<file path="config.mk">
export PLATFORM = sky130hd
export DESIGN_NAME = ddr3_mem_cmd_ctrl
export DESIGN_NICKNAME = d
export VERILOG_FILES = /design/src/rtl/ddr3_mem_cmd_ctrl.sv
export SDC_FILE = /design/constraint.sdc
export NUM_CORES = 1
export LEC_CHECK = 0
export CAP_MARGIN = 10
export CORE_MARGIN = 10
export CORE_UTILIZATION = 31
export CTS_CLUSTER_DIAMETER = 100
export DETAILED_ROUTE_END_ITERATION = 8
export PLACE_DENSITY = 0.53
export SLEW_MARGIN = 10
export SYNTH_ARGS = -nofsm -noshare
export SYNTH_HDL_FRONTEND = slang
export SYNTH_SLANG_ARGS = --single-unit
export TNS_END_PERCENT = 30
</file>
<file path="constraint.sdc">
create_clock -name cpu_clk -period 2.2 [get_ports cpu_clk]
set_input_delay 0.44 -clock cpu_clk [delete_from_list [all_inputs] [get_ports cpu_clk]]
set_output_delay 0.44 -clock cpu_clk [all_outputs]
set_load 0.05 [all_outputs]
</file>
<file path="src/rtl/ddr3_mem_cmd_ctrl.sv">
//==============================================================================
// Module      : ddr3_mem_cmd_ctrl
// Description : Controller-side DDR3 command sequencer. Runs the power-up
//               NOP wait and ZQ calibration, then turns single CPU burst
//               requests (4 beats) into ACT / RD / WR / PRE sequences on the
//               SDRAM command bus.
//               Build option: define DDR3_OPEN_PAGE_EN to keep the row open
//               after each burst (open-page). Without it every burst is
//               followed by a PRE (close-page).
// Revision    : 1.0 - initial release
//==============================================================================
`default_nettype none

module ddr3_mem_cmd_ctrl #(
  parameter int T_INIT = 8,
  parameter int T_RCD  = 2,
  parameter int T_RP   = 2,
  parameter int ROW_W  = 15,
  parameter int COL_W  = 6,
  parameter int DQ_W   = 16
) (
  input  logic                cpu_clk,
  input  logic                RESET_N,
  input  logic                req_valid,
  output logic                req_ready,
  input  logic                req_we,
  input  logic [ROW_W-1:0]    req_row,
  input  logic [COL_W-1:0]    req_col,
  input  logic [4*DQ_W-1:0]   req_wdata,
  output logic [4*DQ_W-1:0]   rd_data,
  output logic                rd_valid,
  output logic                init_done,
  output logic                CS_N,
  output logic                RAS_N,
  output logic                CAS_N,
  output logic                WE_N,
  output logic [ROW_W-1:0]    ADDR,
  output logic [COL_W-1:0]    COL,
  output logic [DQ_W-1:0]     WR_DATA,
  input  logic [DQ_W-1:0]     RD_DATA
);

  // Command encodings {CS_N,RAS_N,CAS_N,WE_N}
  localparam logic [3:0] CMD_NOP = 4'b0111;
  localparam logic [3:0] CMD_ACT = 4'b0011;
  localparam logic [3:0] CMD_RD  = 4'b0101;
  localparam logic [3:0] CMD_WR  = 4'b0100;
  localparam logic [3:0] CMD_PRE = 4'b0010;
  localparam logic [3:0] CMD_ZQC = 4'b0110;

  // One shared down-time counter must hold the largest wait value
  localparam int CNT_MAX = (T_INIT > T_RCD) ? ((T_INIT > T_RP) ? T_INIT : T_RP)
                                            : ((T_RCD  > T_RP) ? T_RCD  : T_RP);
  localparam int CNT_W   = $clog2(CNT_MAX + 1);

  // State names describe what the current cycle is doing on the bus
  typedef enum logic [3:0] {
    ST_INIT_WAIT = 4'd0,
    ST_ZQ        = 4'd1,
    ST_IDLE      = 4'd2,
    ST_ACT       = 4'd3,
    ST_RCD_WAIT  = 4'd4,
    ST_OPEN      = 4'd5,
    ST_RD_BURST  = 4'd6,
    ST_WR_BURST  = 4'd7,
    ST_PRE       = 4'd8,
    ST_RP_WAIT   = 4'd9
  } state_t;

  state_t              state_q, state_d;
  logic [CNT_W-1:0]    cnt_q, cnt_d;
  logic [2:0]          ph_q, ph_d;          // 0 = command cycle, 1..4 = beats 0..3
  logic                we_q, we_d;
  logic [ROW_W-1:0]    row_q, row_d;
  logic [COL_W-1:0]    col_q, col_d;
  logic [4*DQ_W-1:0]   wdata_q, wdata_d;
  logic                pend_q, pend_d;      // row-miss ACT owed after RP_WAIT
  logic [3:0]          cmd_q, cmd_d;
  logic [ROW_W-1:0]    addr_q, addr_d;
  logic [COL_W-1:0]    bus_col_q, bus_col_d;
  logic [DQ_W-1:0]     wr_data_q, wr_data_d;
  logic [3*DQ_W-1:0]   rd_buf_q, rd_buf_d;
  logic [4*DQ_W-1:0]   rd_data_q, rd_data_d;
  logic                rd_valid_q, rd_valid_d;
  logic                init_done_q, init_done_d;
  logic [1:0]          beat_lo;

  // Column of the beat following the current phase, wrapping inside the aligned 4
  assign beat_lo = col_q[1:0] + ph_q[1:0];

  assign {CS_N, RAS_N, CAS_N, WE_N} = cmd_q;
  assign ADDR      = addr_q;
  assign COL       = bus_col_q;
  assign WR_DATA   = wr_data_q;
  assign rd_data   = rd_data_q;
  assign rd_valid  = rd_valid_q;
  assign init_done = init_done_q;

`ifdef DDR3_OPEN_PAGE_EN
  assign req_ready = (state_q == ST_IDLE) || (state_q == ST_OPEN);
`else
  assign req_ready = (state_q == ST_IDLE);
`endif

  // Next-state, next-command and datapath decode
  always_comb begin
    state_d     = state_q;
    cnt_d       = cnt_q;
    ph_d        = ph_q;
    we_d        = we_q;
    row_d       = row_q;
    col_d       = col_q;
    wdata_d     = wdata_q;
    pend_d      = pend_q;
    cmd_d       = CMD_NOP;
    addr_d      = addr_q;
    bus_col_d   = bus_col_q;
    wr_data_d   = '0;
    rd_buf_d    = rd_buf_q;
    rd_data_d   = rd_data_q;
    rd_valid_d  = 1'b0;
    init_done_d = init_done_q;

    case (state_q)
      ST_INIT_WAIT: begin
        if (cnt_q == CNT_W'(T_INIT)) begin
          cmd_d   = CMD_ZQC;
          cnt_d   = '0;
          state_d = ST_ZQ;
        end else begin
          cnt_d = cnt_q + CNT_W'(1);
        end
      end

      ST_ZQ: begin
        init_done_d = 1'b1;
        state_d     = ST_IDLE;
      end

      ST_IDLE: begin
        if (req_valid) begin
          we_d    = req_we;
          row_d   = req_row;
          col_d   = req_col;
          wdata_d = req_wdata;
          cmd_d   = CMD_ACT;
          addr_d  = req_row;
          state_d = ST_ACT;
        end
      end

      ST_ACT: begin
        cnt_d   = CNT_W'(1);
        state_d = ST_RCD_WAIT;
      end

      ST_RCD_WAIT: begin
        if (cnt_q == CNT_W'(T_RCD - 1)) begin
          cmd_d     = we_q ? CMD_WR : CMD_RD;
          bus_col_d = col_q;
          ph_d      = 3'd0;
          state_d   = we_q ? ST_WR_BURST : ST_RD_BURST;
        end else begin
          cnt_d = cnt_q + CNT_W'(1);
        end
      end

      ST_OPEN: begin
`ifdef DDR3_OPEN_PAGE_EN
        if (req_valid) begin
          we_d    = req_we;
          row_d   = req_row;
          col_d   = req_col;
          wdata_d = req_wdata;
          if (req_row == addr_q) begin
            // Row hit: column command goes straight out
            cmd_d     = req_we ? CMD_WR : CMD_RD;
            bus_col_d = req_col;
            ph_d      = 3'd0;
            state_d   = req_we ? ST_WR_BURST : ST_RD_BURST;
          end else begin
            // Row miss: close the open row, ACT the new one after tRP
            cmd_d   = CMD_PRE;
            pend_d  = 1'b1;
            state_d = ST_PRE;
          end
        end
`else
        state_d = ST_IDLE;
`endif
      end

      ST_RD_BURST, ST_WR_BURST: begin
        ph_d = ph_q + 3'd1;
        if (ph_q != 3'd4) begin
          bus_col_d = {col_q[COL_W-1:2], beat_lo};
          if (state_q == ST_WR_BURST) begin
            for (int k = 0; k < 4; k++) begin
              if (ph_q == 3'(k)) wr_data_d = wdata_q[k*DQ_W +: DQ_W];
            end
          end
        end
        if (state_q == ST_RD_BURST) begin
          for (int k = 0; k < 3; k++) begin
            if (ph_q == 3'(k + 1)) rd_buf_d[k*DQ_W +: DQ_W] = RD_DATA;
          end
        end
        if (ph_q == 3'd4) begin
          if (state_q == ST_RD_BURST) begin
            rd_data_d  = {RD_DATA, rd_buf_q};
            rd_valid_d = 1'b1;
          end
`ifdef DDR3_OPEN_PAGE_EN
          state_d = ST_OPEN;
`else
          cmd_d   = CMD_PRE;
          state_d = ST_PRE;
`endif
        end
      end

      ST_PRE: begin
        cnt_d   = CNT_W'(1);
        state_d = ST_RP_WAIT;
      end

      ST_RP_WAIT: begin
        if (cnt_q == CNT_W'(T_RP - 1)) begin
          if (pend_q) begin
            cmd_d   = CMD_ACT;
            addr_d  = row_q;
            pend_d  = 1'b0;
            state_d = ST_ACT;
          end else begin
            state_d = ST_IDLE;
          end
        end else begin
          cnt_d = cnt_q + CNT_W'(1);
        end
      end

      default: state_d = ST_INIT_WAIT;
    endcase
  end

  // State, request and output registers; async reset drops any transfer in flight
  always_ff @(posedge cpu_clk or negedge RESET_N) begin
    if (!RESET_N) begin
      state_q     <= ST_INIT_WAIT;
      cnt_q       <= '0;
      ph_q        <= '0;
      we_q        <= 1'b0;
      row_q       <= '0;
      col_q       <= '0;
      wdata_q     <= '0;
      pend_q      <= 1'b0;
      cmd_q       <= CMD_NOP;
      addr_q      <= '0;
      bus_col_q   <= '0;
      wr_data_q   <= '0;
      rd_buf_q    <= '0;
      rd_data_q   <= '0;
      rd_valid_q  <= 1'b0;
      init_done_q <= 1'b0;
    end else begin
      state_q     <= state_d;
      cnt_q       <= cnt_d;
      ph_q        <= ph_d;
      we_q        <= we_d;
      row_q       <= row_d;
      col_q       <= col_d;
      wdata_q     <= wdata_d;
      pend_q      <= pend_d;
      cmd_q       <= cmd_d;
      addr_q      <= addr_d;
      bus_col_q   <= bus_col_d;
      wr_data_q   <= wr_data_d;
      rd_buf_q    <= rd_buf_d;
      rd_data_q   <= rd_data_d;
      rd_valid_q  <= rd_valid_d;
      init_done_q <= init_done_d;
    end
  end

endmodule

`default_nettype wire
</file>
==> impl_metrics.json <==
{
  "outcome": "complete, no violations",
  "slew_violations": 0,
  "grt_overflow": 0,
  "dr.pass1.iters": 6,
  "seq_area_frac_synth_pct": 60.8,
  "antenna_left": 0,
  "row_count": 64,
  "hold_violations": 0,
  "clkSlewWorstSetupHoldPaths_ns": 0.06,
  "portBuffers": 211,
  "vias": 6103,
  "cts_setup_buffers": 0,
  "grt_use_total_pct": 12.7,
  "grt_max_degree": 79,
  "finClkSkew_ns": 0.0173,
  "drive_gt1_share_pct": 29.1,
  "crit_chain": "clkdlybuf4s50_1",
  "fin_cells": 1302,
  "cts_tree": "done",
  "die-area_mm2": 0.0388,
  "power_density_mw_per_mm2": 1580,
  "relSlewSlack_pct": 60.2,
  "cp_top_family": "buffers and inverters",
  "min_period_ns": 2.14,
  "setup_viol": 0,
  "clk_latency_ns": 0.53,
  "timing.hold.ws_ns": 0.378,
  "power_mw": 21.1,
  "start_util_pct": 31.6,
  "synthCells": 656,
  "drc": 0,
  "peakVddDrop_mv": 0.905,
  "p_leak_nw": 6.06,
  "final_util_pct": 43.5,
  "wl_mm": 25.1,
  "finalCritPeriodShare_pct": 97.4,
  "cts_made_buffers": 27,
  "gp_congestion": 0.823,
  "placed_area_mm2": 0.0124,
  "cts-root-buf": "clkbuf_16",
  "drtIter0Drc": 286,
  "vias_per_cell": 4.69,
  "cp-startpoint": "rd_data[40]",
  "cts_buffer_depth": 3,
  "r2r_setup_slack_ns": 0.27,
  "cts_sinks": 236,
  "endpoint_kind": "primary output",
  "worstMarginPinSlew_ns": 0.597,
  "grt_pass1_vias": 6529,
  "mostFrequentLayoutCell": "dfrtp_1",
  "pre_cts_slack_ns": 0.251,
  "setup_tns_ns": 0,
  "io_pins": 213,
  "cpPeakStageDelay_ns": 0.84,
  "critPathArrivalTime_ns": 1.70,
  "area_growth_pct": 37.7,
  "layout.area.seq_mm2": 0.00591,
  "crit_slowest_cell": "clkdlybuf4s50_1",
  "die_h_um": 197,
  "required_ns": 1.76,
  "hold_path.class": "input port to asynchronous set/reset pin",
  "yosys.cell_types.count": 54,
  "hpwl_mm": 17.6,
  "antenna_found_initial": 2,
  "syn_area_mm2": 0.00972,
  "avgSynthCellArea_um2": 14.8,
  "core_mm2": 0.0307,
  "ys_ff_latch": 236,
  "grt_pass1_wl_mm": 39.6,
  "synth_nets": 770,
  "path_buf_inv": 1,
  "timing.rr.start": "state_q[2]",
  "rsz0062_at_grt": "no",
  "wl_per_cell_um": 19.3,
  "crit_path_max_fanout": 2,
  "dieWidth_um": 197,
  "cp-start-kind": "flip-flop",
  "htree_levels": 1,
  "multi_input_area_mm2": 0.00354,
  "place_inst": 1249,
  "final_cell_mix": "dfrtp_1, clkdlybuf4s50_1, mux2_2",
  "crit_type": "flip-flop to primary output",
  "nets": 997,
  "fillers": 2866,
  "fmax_ghz": 0.467,
  "ys_warn_count": 0,
  "fin_area_mm2": 0.0134,
  "fin_ws_ns": 0.0567,
  "cap_violations": 0
}
## state kept, by name, summed over array words and instances, names as in the netlist
| name | count |
|---|---|
| cnt_q | 4 |
| rd_data | 64 |
| state_q | 4 |
| init_done | 1 |
| cmd_q | 3 |
| wdata_q | 64 |
| COL | 6 |
| rd_buf_q | 48 |
| WR_DATA | 16 |
| ADDR | 15 |
| ph_q | 3 |
| we_q | 1 |
| col_q | 6 |
| rd_valid | 1 |
## timing repair
item / 4_1_cts / 5_1_grt
gates resized for setup: 12 / 17
hold endpoints to repair: 25 / 0
hold buffers: 1 / 0
setup endpoints to repair: 12 / 17
## synth_stat cells, drive strengths merged
master	count	area [µm²]
a31oi	2	12.5
a211oi	1	7.51
nor2	24	92.6
mux2i	1	10.0
a311oi	1	8.76
xnor2	1	8.76
ha	9	113
a22oi	1	7.51
and4bb	3	37.5
a22o	1	8.76
buf	26	205
and3b	2	17.5
dfstp	3	78.8
a21oi	8	40.0
nand3	6	30.0
nor3b	1	12.5
or3	1	6.26
o31ai	2	15.0
o22ai	1	6.26
nand4	2	12.5
o32ai	2	17.5
nor3	7	56.3
a222oi	1	10.0
dfrtp	233	5830
nand2	11	46.3
a221o	15	150
clkbuf	13	50.0
o211ai	2	15.0
mux2	206	2320
or2	2	12.5
inv	10	37.5
nor4b	2	17.5
a2111oi	1	27.5
o21ai	8	43.8
nor2b	2	12.5
a211o	1	8.76
a21o	2	15.0
nand2b	22	155
a32oi	16	140
xor2	1	8.76
conb	1	3.75
and3	2	12.5
## layer usage
metal,wire [µm],vias up,track usage (%)
met1,11600,3058,17.2
li1,-,2843,-
met5,20,-,0
met2,11200,167,19.7
met4,443,2,3.10
met3,1820,33,3.80
## cell families after synthesis
| kind of cell | count (synthesis) | share of synthesized area (%) |
|---|---|---|
| flip-flops | 236 | 60.8 |
| XOR/XNOR | 2 | 0.180 |
| AO/OA/AOI/OAI | 65 | 5.50 |
| other | 1 | 0.0386 |
| AND/OR/NAND/NOR | 87 | 5.37 |
| buffers and inverters | 49 | 3.01 |
| multiplexers | 207 | 24.0 |
| adder cells (fa/ha/maj) | 9 | 1.16 |
## final cells by class
class,instances,area share [%]
clock buffer,39,5.91
inverter,10,0.280
sequential,236,44.1
timing repair buffer,237,18.5
tap,396,3.70
clock inverter,11,1.00
antenna,2,0.0374
multi-input combinational,371,26.4
## power breakdown
group / switching (mW) / internal [mW] / total (mW)
registers: 1.08 / 6.31 / 7.39
clock network: 1.76 / 2.84 / 4.59
logic: 5.16 / 3.98 / 9.13
total: 7.99 / 13.1 / 21.1
## final timing paths
kind / end / cells after the start
min in group cpu_clk: state_q[2] / 1
max reg2reg: cnt_q[3] / 4
min: rd_data[18] / 2
max: rd_data[40] / 1
min reg2reg: state_q[2] / 1
max in group asynchronous: rd_data[60] / 3
## worst reg2reg max path, cell delays in order (launching register included)
cell,delay (ns)
dfrtp_1,0.66
and4bb_1,0.37
a311oi_1,0.52
o211ai_1,0.18
nor3_2,0.13
Power figures use the tool's default switching activity.
